[src/rtl/alu_op_sequencer_if.sv]
// alu_op_sequencer_if: decoder command, register-file port, ALU port and FLAGS access of the op sequencer.
interface alu_op_sequencer_if;
   logic       start;
   logic [1:0] op;
   logic [4:0] mode;
   logic       wb;
   logic [7:0] addr;
   logic [7:0] bOperand;
   logic       rfRe;
   logic [7:0] rfAddr;
   logic [7:0] rfRdata;
   logic       rfWe;
   logic [7:0] rfWdata;
   logic [4:0] aluMode;
   logic [7:0] aluA;
   logic [7:0] aluB;
   logic [7:0] aluFlags;
   logic [7:0] aluOut;
   logic [7:0] aluOutFlags;
   logic       flagsWe;
   logic [7:0] flagsWdata;
   logic [7:0] flags;
   logic       busy;
   logic       done;
   modport master (
      input  start, op, mode, wb, addr, bOperand, rfRdata, aluOut, aluOutFlags, flagsWe, flagsWdata,
      output rfRe, rfAddr, rfWe, rfWdata, aluMode, aluA, aluB, aluFlags, flags, busy, done
   );
   modport slave (
      output start, op, mode, wb, addr, bOperand, rfRdata, aluOut, aluOutFlags, flagsWe, flagsWdata,
      input  rfRe, rfAddr, rfWe, rfWdata, aluMode, aluA, aluB, aluFlags, flags, busy, done
   );
endinterface

[src/rtl/alu_op_sequencer.sv]
// alu_op_sequencer: fetches operands, drives the Z8 ALU, writes results back and owns FLAGS (C Z S V D H F2 F1).
module alu_op_sequencer #(
   parameter logic [7:0] FLAGS_RESET = 8'h00,
   parameter logic [4:0] MODE_LD     = 5'h00,
   parameter logic [4:0] MODE_INC    = 5'h10,
   parameter logic [4:0] MODE_DEC    = 5'h11,
   parameter logic [4:0] MODE_INCW   = 5'h12,
   parameter logic [4:0] MODE_DECW   = 5'h13,
   parameter logic [4:0] MODE_DA     = 5'h14,
   parameter logic [4:0] MODE_DA_H   = 5'h15
) (
   input logic                clk,
   input logic                reset_n,
   alu_op_sequencer_if.master bus
);
   localparam logic [1:0] OP_BYTE = 2'd0, OP_INCW = 2'd1, OP_DECW = 2'd2, OP_DA = 2'd3;
   typedef enum logic [3:0] {IDLE, RD, EX, WB, RD_LO, EX_LO, WR_LO, RD_HI, EX_HI, WR_HI, P1, P2} state_t;
   state_t     state_q;
   logic [1:0] op_q;
   logic [4:0] mode_q;
   logic       wb_q;
   logic [7:0] addr_q;
   logic [7:0] b_q;
   logic [7:0] res_q;
   logic [7:0] fl_q;
   logic [7:0] flags_q;
   logic [7:0] flags_d;
   logic       re_q;
   logic       we_q;
   logic       done_q;
   logic       busy_q;
   logic [7:0] da_res;
   logic       flag_upd;
   assign da_res   = {bus.aluOut[7:4], res_q[3:0]};
   assign flag_upd = state_q inside {WB, WR_HI};
   // a sequencer flag write-back beats an external FLAGS load in the same cycle
   assign flags_d  = flag_upd ? fl_q : bus.flagsWe ? bus.flagsWdata : flags_q;
   assign bus.rfAddr  = state_q inside {RD_LO, EX_LO, WR_LO} ? {addr_q[7:1], 1'b1} :
                        state_q inside {RD_HI, EX_HI, WR_HI} ? {addr_q[7:1], 1'b0} : addr_q;
   assign bus.aluMode = state_q == EX    ? mode_q :
                        state_q == EX_LO ? (op_q == OP_INCW ? MODE_INC : MODE_DEC) :
                        state_q == EX_HI ? (op_q == OP_INCW ? MODE_INCW : MODE_DECW) :
                        state_q == P1    ? MODE_DA :
                        state_q == P2    ? MODE_DA_H : MODE_LD;
   assign bus.aluA     = state_q inside {EX, EX_LO, EX_HI, P1} ? bus.rfRdata : state_q == P2 ? res_q : 8'h00;
   assign bus.aluB     = state_q == EX ? b_q : state_q == EX_HI ? res_q : 8'h00;
   assign bus.aluFlags = flags_q;
   assign bus.flags    = flags_q;
   assign bus.rfWdata  = res_q;
   assign bus.rfRe     = re_q;
   assign bus.rfWe     = we_q;
   assign bus.done     = done_q;
   assign bus.busy     = busy_q;
   always_ff @(posedge clk or negedge reset_n) begin
      if (!reset_n) begin
         state_q <= IDLE;
         op_q    <= OP_BYTE;
         mode_q  <= 5'h00;
         wb_q    <= 1'b0;
         addr_q  <= 8'h00;
         b_q     <= 8'h00;
         res_q   <= 8'h00;
         fl_q    <= 8'h00;
         flags_q <= FLAGS_RESET;
         re_q    <= 1'b0;
         we_q    <= 1'b0;
         done_q  <= 1'b0;
         busy_q  <= 1'b0;
      end else begin
         flags_q <= flags_d;
         re_q    <= 1'b0;
         we_q    <= 1'b0;
         done_q  <= 1'b0;
         case (state_q)
            IDLE: if (bus.start) begin
               op_q    <= bus.op;
               mode_q  <= bus.mode;
               wb_q    <= bus.op == OP_BYTE ? bus.wb : 1'b1;
               addr_q  <= bus.addr;
               b_q     <= bus.bOperand;
               state_q <= bus.op inside {OP_INCW, OP_DECW} ? RD_LO : RD;
               re_q    <= 1'b1;
               busy_q  <= 1'b1;
            end
            RD:    state_q <= op_q == OP_DA ? P1 : EX;
            EX, EX_HI: begin
               res_q   <= bus.aluOut;
               fl_q    <= bus.aluOutFlags;
               state_q <= state_q == EX ? WB : WR_HI;
               we_q    <= wb_q;
               done_q  <= 1'b1;
            end
            RD_LO: state_q <= EX_LO;
            EX_LO: begin
               res_q   <= bus.aluOut;
               state_q <= WR_LO;
               we_q    <= 1'b1;
            end
            WR_LO: begin
               state_q <= RD_HI;
               re_q    <= 1'b1;
            end
            RD_HI: state_q <= EX_HI;
            P1: begin
               res_q   <= bus.aluOut;
               fl_q    <= bus.aluOutFlags;
               state_q <= P2;
            end
            // Z and S must describe the merged nibbles, not the DA_H pass alone
            P2: begin
               res_q   <= da_res;
               fl_q    <= {bus.aluOutFlags[7], da_res == 8'h00, da_res[7], bus.aluOutFlags[4:0]};
               state_q <= WB;
               we_q    <= wb_q;
               done_q  <= 1'b1;
            end
            WB, WR_HI: begin
               state_q <= IDLE;
               busy_q  <= 1'b0;
            end
            default: state_q <= IDLE;
         endcase
      end
   end
endmodule

[src/flat_wrapper.sv]
// flat-port wrapper written by rule: the top's interface ports become plain ports
module alu_op_sequencer_flat 
#(
   parameter logic [7:0] FLAGS_RESET = 8'h00,
   parameter logic [4:0] MODE_LD     = 5'h00,
   parameter logic [4:0] MODE_INC    = 5'h10,
   parameter logic [4:0] MODE_DEC    = 5'h11,
   parameter logic [4:0] MODE_INCW   = 5'h12,
   parameter logic [4:0] MODE_DECW   = 5'h13,
   parameter logic [4:0] MODE_DA     = 5'h14,
   parameter logic [4:0] MODE_DA_H   = 5'h15
)
  (clk, reset_n, bus_start, bus_op, bus_mode, bus_wb, bus_addr, bus_bOperand, bus_rfRdata, bus_aluOut, bus_aluOutFlags, bus_flagsWe, bus_flagsWdata, bus_rfRe, bus_rfAddr, bus_rfWe, bus_rfWdata, bus_aluMode, bus_aluA, bus_aluB, bus_aluFlags, bus_flags, bus_busy, bus_done);
  alu_op_sequencer_if bus_i ();
  input logic clk;
  input logic reset_n;
  input wire logic [$bits(bus_i.start)-1:0] bus_start;
  input wire logic [$bits(bus_i.op)-1:0] bus_op;
  input wire logic [$bits(bus_i.mode)-1:0] bus_mode;
  input wire logic [$bits(bus_i.wb)-1:0] bus_wb;
  input wire logic [$bits(bus_i.addr)-1:0] bus_addr;
  input wire logic [$bits(bus_i.bOperand)-1:0] bus_bOperand;
  input wire logic [$bits(bus_i.rfRdata)-1:0] bus_rfRdata;
  input wire logic [$bits(bus_i.aluOut)-1:0] bus_aluOut;
  input wire logic [$bits(bus_i.aluOutFlags)-1:0] bus_aluOutFlags;
  input wire logic [$bits(bus_i.flagsWe)-1:0] bus_flagsWe;
  input wire logic [$bits(bus_i.flagsWdata)-1:0] bus_flagsWdata;
  output wire logic [$bits(bus_i.rfRe)-1:0] bus_rfRe;
  output wire logic [$bits(bus_i.rfAddr)-1:0] bus_rfAddr;
  output wire logic [$bits(bus_i.rfWe)-1:0] bus_rfWe;
  output wire logic [$bits(bus_i.rfWdata)-1:0] bus_rfWdata;
  output wire logic [$bits(bus_i.aluMode)-1:0] bus_aluMode;
  output wire logic [$bits(bus_i.aluA)-1:0] bus_aluA;
  output wire logic [$bits(bus_i.aluB)-1:0] bus_aluB;
  output wire logic [$bits(bus_i.aluFlags)-1:0] bus_aluFlags;
  output wire logic [$bits(bus_i.flags)-1:0] bus_flags;
  output wire logic [$bits(bus_i.busy)-1:0] bus_busy;
  output wire logic [$bits(bus_i.done)-1:0] bus_done;
  assign bus_i.start = bus_start;
  assign bus_i.op = bus_op;
  assign bus_i.mode = bus_mode;
  assign bus_i.wb = bus_wb;
  assign bus_i.addr = bus_addr;
  assign bus_i.bOperand = bus_bOperand;
  assign bus_i.rfRdata = bus_rfRdata;
  assign bus_i.aluOut = bus_aluOut;
  assign bus_i.aluOutFlags = bus_aluOutFlags;
  assign bus_i.flagsWe = bus_flagsWe;
  assign bus_i.flagsWdata = bus_flagsWdata;
  assign bus_rfRe = bus_i.rfRe;
  assign bus_rfAddr = bus_i.rfAddr;
  assign bus_rfWe = bus_i.rfWe;
  assign bus_rfWdata = bus_i.rfWdata;
  assign bus_aluMode = bus_i.aluMode;
  assign bus_aluA = bus_i.aluA;
  assign bus_aluB = bus_i.aluB;
  assign bus_aluFlags = bus_i.aluFlags;
  assign bus_flags = bus_i.flags;
  assign bus_busy = bus_i.busy;
  assign bus_done = bus_i.done;
  alu_op_sequencer #(.FLAGS_RESET(FLAGS_RESET), .MODE_LD(MODE_LD), .MODE_INC(MODE_INC), .MODE_DEC(MODE_DEC), .MODE_INCW(MODE_INCW), .MODE_DECW(MODE_DECW), .MODE_DA(MODE_DA), .MODE_DA_H(MODE_DA_H)) u_core (.clk(clk), .reset_n(reset_n), .bus(bus_i));
endmodule
[config.mk]
export PLATFORM = sky130hd
export DESIGN_NAME = alu_op_sequencer_flat
export DESIGN_NICKNAME = d
export VERILOG_FILES = /design/src/rtl/alu_op_sequencer_if.sv /design/src/rtl/alu_op_sequencer.sv /design/src/flat_wrapper.sv
export SDC_FILE = /design/constraint.sdc
export NUM_CORES = 1
export LEC_CHECK = 0
export BUFFER_PORTS_ARGS = -buffer_cell sky130_fd_sc_hd__buf_2
export CORE_UTILIZATION = 48
export CTS_CLUSTER_DIAMETER = 40
export DETAILED_ROUTE_END_ITERATION = 10
export GPL_ROUTABILITY_DRIVEN = 1
export PLACE_DENSITY_LB_ADDON = 0.2
export SLEW_MARGIN = 20
export SYNTH_ARGS = -nofsm -noshare
export SYNTH_HDL_FRONTEND = slang
export SYNTH_SLANG_ARGS = --single-unit
[constraint.sdc]
create_clock -name clk -period 2.4 [get_ports clk]
set_input_delay 0.48 -clock clk [delete_from_list [all_inputs] [get_ports clk]]
set_output_delay 0.48 -clock clk [all_outputs]
set_load 0.05 [all_outputs]
==> impl_summary.log <==
INFO  metric run_status = complete, no violations
INFO  metric ant_nets = 0
INFO  metric first_global_vias = 2141
INFO  metric post_drt_wl_per_cell = 14.24 um
INFO  metric antenna-diode-count = 0
INFO  metric routed_via_density = 5.166
INFO  metric cts.path.max_buffers = 2
INFO  metric tritoncts = built
INFO  metric cp-start-kind = flop
INFO  metric pre_cts_slack = 219.6 ps
INFO  metric tritoncts_num_sinks = 56
INFO  metric mappedNetlistNets = 299
INFO  metric grt_first_pass_wirelength = 9756 um
INFO  metric fp.dieH = 77.61 um
INFO  metric drt_first_iter_violations = 91
INFO  metric layout_min_cycle_time = 2329 ps
INFO  metric via_count = ~2200
INFO  metric number_of_levels_the_h_tree_was_split_into = 2
INFO  metric dominant_combinational_cell_family_by_area_after_synthesis = multiplexers
INFO  metric place_hpwl = 4386 um
INFO  metric hold_path.class = in2async
INFO  metric syn_to_final_growth = 29.69%
INFO  metric clock_transition_time_at_the_flip_flop_clock_pins_of_the_worst_setup_and_hold_paths = 100 ps
INFO  metric final_routed_wirelength_across_all_metal_layers = around 6000 um
INFO  metric synth_compound_gate_area_share = 13.00%
INFO  metric cts_buffers = 5
INFO  metric grt_max_degree = 33
INFO  metric post_synth_num_cell_types = 42
INFO  metric final_critical_path_setup_slack = 70.79 ps
INFO  metric setup.worst_path.end_class = output pin
INFO  metric io_buffers = about 120
INFO  metric synthesis.instances = approximately 240
INFO  metric max_cap_violations = 0
INFO  metric postCtsHoldBufs = 0
INFO  metric share_of_the_synthesized_netlist_area_taken_by_xor_and_xnor_gates = 0.6384%
INFO  metric worst_ep_arrival_time = 1850 ps
INFO  metric grt_ovf = 0
INFO  metric synth_adder_area_share = 0.4560%
INFO  metric crit_path_max_fanout = 10
INFO  metric clock-skew-final = 6.850 ps
INFO  metric top_level_ports = 117
INFO  metric detail_route.drc_violations = 0
INFO  metric syn-cell-area = ~2700 sq um
INFO  metric number_of_failing_hold_endpoints_at_the_final_stage = 0
INFO  metric path_class = reg2out
INFO  metric muxShareOfSynthArea = between 10% and 20%
INFO  metric timing.final.setup_violations = 0
INFO  metric yosys_register_bits = 56
INFO  metric std_cell_rows = 27
INFO  metric cp.required = 1920 ps
INFO  metric min_period_over_period = 97.05%
INFO  metric die-width = between 70 and 80 um
INFO  metric clock_network_latency_to_the_later_pin_of_the_worst_skew_pair = 310 ps
INFO  metric tightest_slew = 619.5 ps
INFO  metric synth_edf_count = 0
INFO  metric gp_congestion = 0.8007
INFO  metric drv_slew = 0
INFO  metric synth-simple-area-share = 9.302%
INFO  metric fmax_achieved = 429.3 MHz
INFO  metric post_route_cells_drive_above_1_share = a little over half
INFO  metric synthTopCellsByArea = dfrtp_1 (51%), mux2_2 (14%), a22o_1 (5.1%), buf_4 (4.9%), mux2i_1 (3.3%)
INFO  metric grt_antenna_before_repair = 0
INFO  metric sequential_element_share_of_the_synthesized_area = 51.07%
INFO  metric yosys_warnings = 0
INFO  metric globalRouteTotalUtil = 20.88%
INFO  metric core-area = between 5000 and 6000 sq um
INFO  metric worst_slew_margin_rel = about three fifths
INFO  metric cts-root-buf = clkbuf_8
INFO  metric syn_area_per_cell = 11.53 sq um
INFO  metric nNetsFinal = 410
INFO  metric initial_core_util = 49.83%
INFO  metric asyncSetResetFlopFracSynth = 100.0%
INFO  metric post-route-util = between 60% and 70%
INFO  metric drt_pre_antenna_iters = 4
INFO  metric netlist.top_cell.by_area = dfrtp_1
INFO  metric postSynth.topFlopCell = dfrtp_1
INFO  metric fp.dieArea = 6023 sq um
INFO  metric synth_top_area_share = 51.07%
==> through the flow <==
step	setup TNS, ps	cells	area, sq um	hold slack, ps
after floorplan	0	238	2760	184.4
after global placement	0	406	3321	471.1
after detailed placement	0	406	3321	469.6
after CTS	0	414	3463	169.3
after global routing	-16.21	422	3558	187.7
final	0	422	3558	160.8
==> flip-flops by register name (all words and copies together), names as in the netlist, 2 cells and up <==
signal               cells
u_core.bus.aluFlags      8
u_core.b_q               8
u_core.bus.rfWdata       8
u_core.fl_q              8
u_core.mode_q            5
u_core.addr_q            8
u_core.op_q              2
u_core.state_q           4
==> cell type report <==
| class | instances | area, sq um |
|---|---|---|
| Fill cell | 477 | 1948 |
| Inverter | 5 | 18.77 |
| Clock buffer | 6 | 72.57 |
| Sequential cell | 56 | 1406 |
| Multi-Input combinational cell | 147 | 1155 |
| Clock inverter | 2 | 38.79 |
| Tap cell | 72 | 90.09 |
| Timing Repair Buffer | 134 | 777.0 |
==> critical path, stage by stage, from the launching register on <==
cell and delay, ps:
dfrtp_2 490, or2_2 340, nor2_2 120, buf_4 180, a22o_1 150, buf_2 250
==> synthesized netlist by cell type, types with 2 or more instances <==
| master | instances |
|---|---|
| a21boi_0 | 2 |
| nor4_1 | 2 |
| nor2_1 | 16 |
| nor2b_1 | 3 |
| a21oi_1 | 15 |
| xnor2_1 | 2 |
| or3_1 | 2 |
| inv_1 | 5 |
| buf_2 | 7 |
| nor3_1 | 4 |
| nand2b_1 | 5 |
| clkbuf_1 | 2 |
| mux2_2 | 35 |
| nand2_1 | 9 |
| a22o_1 | 16 |
| dfrtp_1 | 56 |
| nor3b_1 | 2 |
| o22ai_1 | 2 |
| mux2i_1 | 9 |
| o21ai_0 | 5 |
| buf_4 | 18 |
==> routing by layer <==
| layer | vias up | GRT usage, % | share of wire (%) |
|---|---|---|---|
| met5 | - | 0 | 0 |
| met4 | 0 | 5.660 | 0.70 |
| met3 | 6 | 5.294 | 6.1 |
| met2 | 79 | 36.81 | 50 |
| met1 | 1052 | 25.19 | 43 |
| li1 | 1043 | - | - |
==> final timing paths <==
kind | startpoint | end | slack (ps) | depth (start not counted)
min in group clk | bus_addr[5] | u_core.addr_q[5] | 390 | 2
worst max register to register | u_core.state_q[1] | u_core.op_q[1] | 440 | 6
max in group asynchronous | reset_n | u_core.fl_q[2] | 1660 | 2
worst max-delay path | u_core.state_q[1] | bus_aluB[3] | 70 | 5
worst min-delay path | reset_n | u_core.bus.aluFlags[1] | 160 | 1
worst min register to register | u_core.wb_q | u_core.wb_q | 490 | 2
==> what timing repair did <==
action / 4_1_cts / 5_1_grt
resized for setup: 14 / 6
pin swaps: 0 / 0
endpoints found under the setup margin: 18 / 17
setup buffers: 0 / 8
==> cells by family (layout without fill, tap and decap cells) <==
group / Yosys count / after routing
mux: 44 / 44
simple gates: 50 / 50
fa+ha+maj: 1 / 1
buf+inv: 35 / 147
compound gates: 50 / 50
flops: 56 / 56
xor+xnor: 2 / 2
==> cells in the final DEF, fill, tap and decap left out, types with 2 or more instances in the layout <==
| master | Yosys | final |
|---|---|---|
| nor2b_1 | 3 | 3 |
| nand2_1 | 9 | 9 |
| clkbuf_4 | 0 | 2 |
| nor3_1 | 4 | 3 |
| clkbuf_8 | 0 | 5 |
| nand2b_1 | 5 | 5 |
| a22o_1 | 16 | 16 |
| mux2_2 | 35 | 35 |
| dfrtp_1 | 56 | 52 |
| dfrtp_2 | 0 | 4 |
| or3_1 | 2 | 2 |
| nor4_1 | 2 | 2 |
| nand3_2 | 1 | 2 |
| nor2_1 | 16 | 16 |
| a21oi_1 | 15 | 15 |
| buf_4 | 18 | 26 |
| o21ai_0 | 5 | 5 |
| buf_12 | 0 | 2 |
| xnor2_1 | 2 | 2 |
| mux2i_1 | 9 | 9 |
| inv_1 | 5 | 5 |
| buf_2 | 7 | 103 |
Power is not shown: default switching activity piles up to over one toggle a cycle in this logic, so the estimate is an artifact.
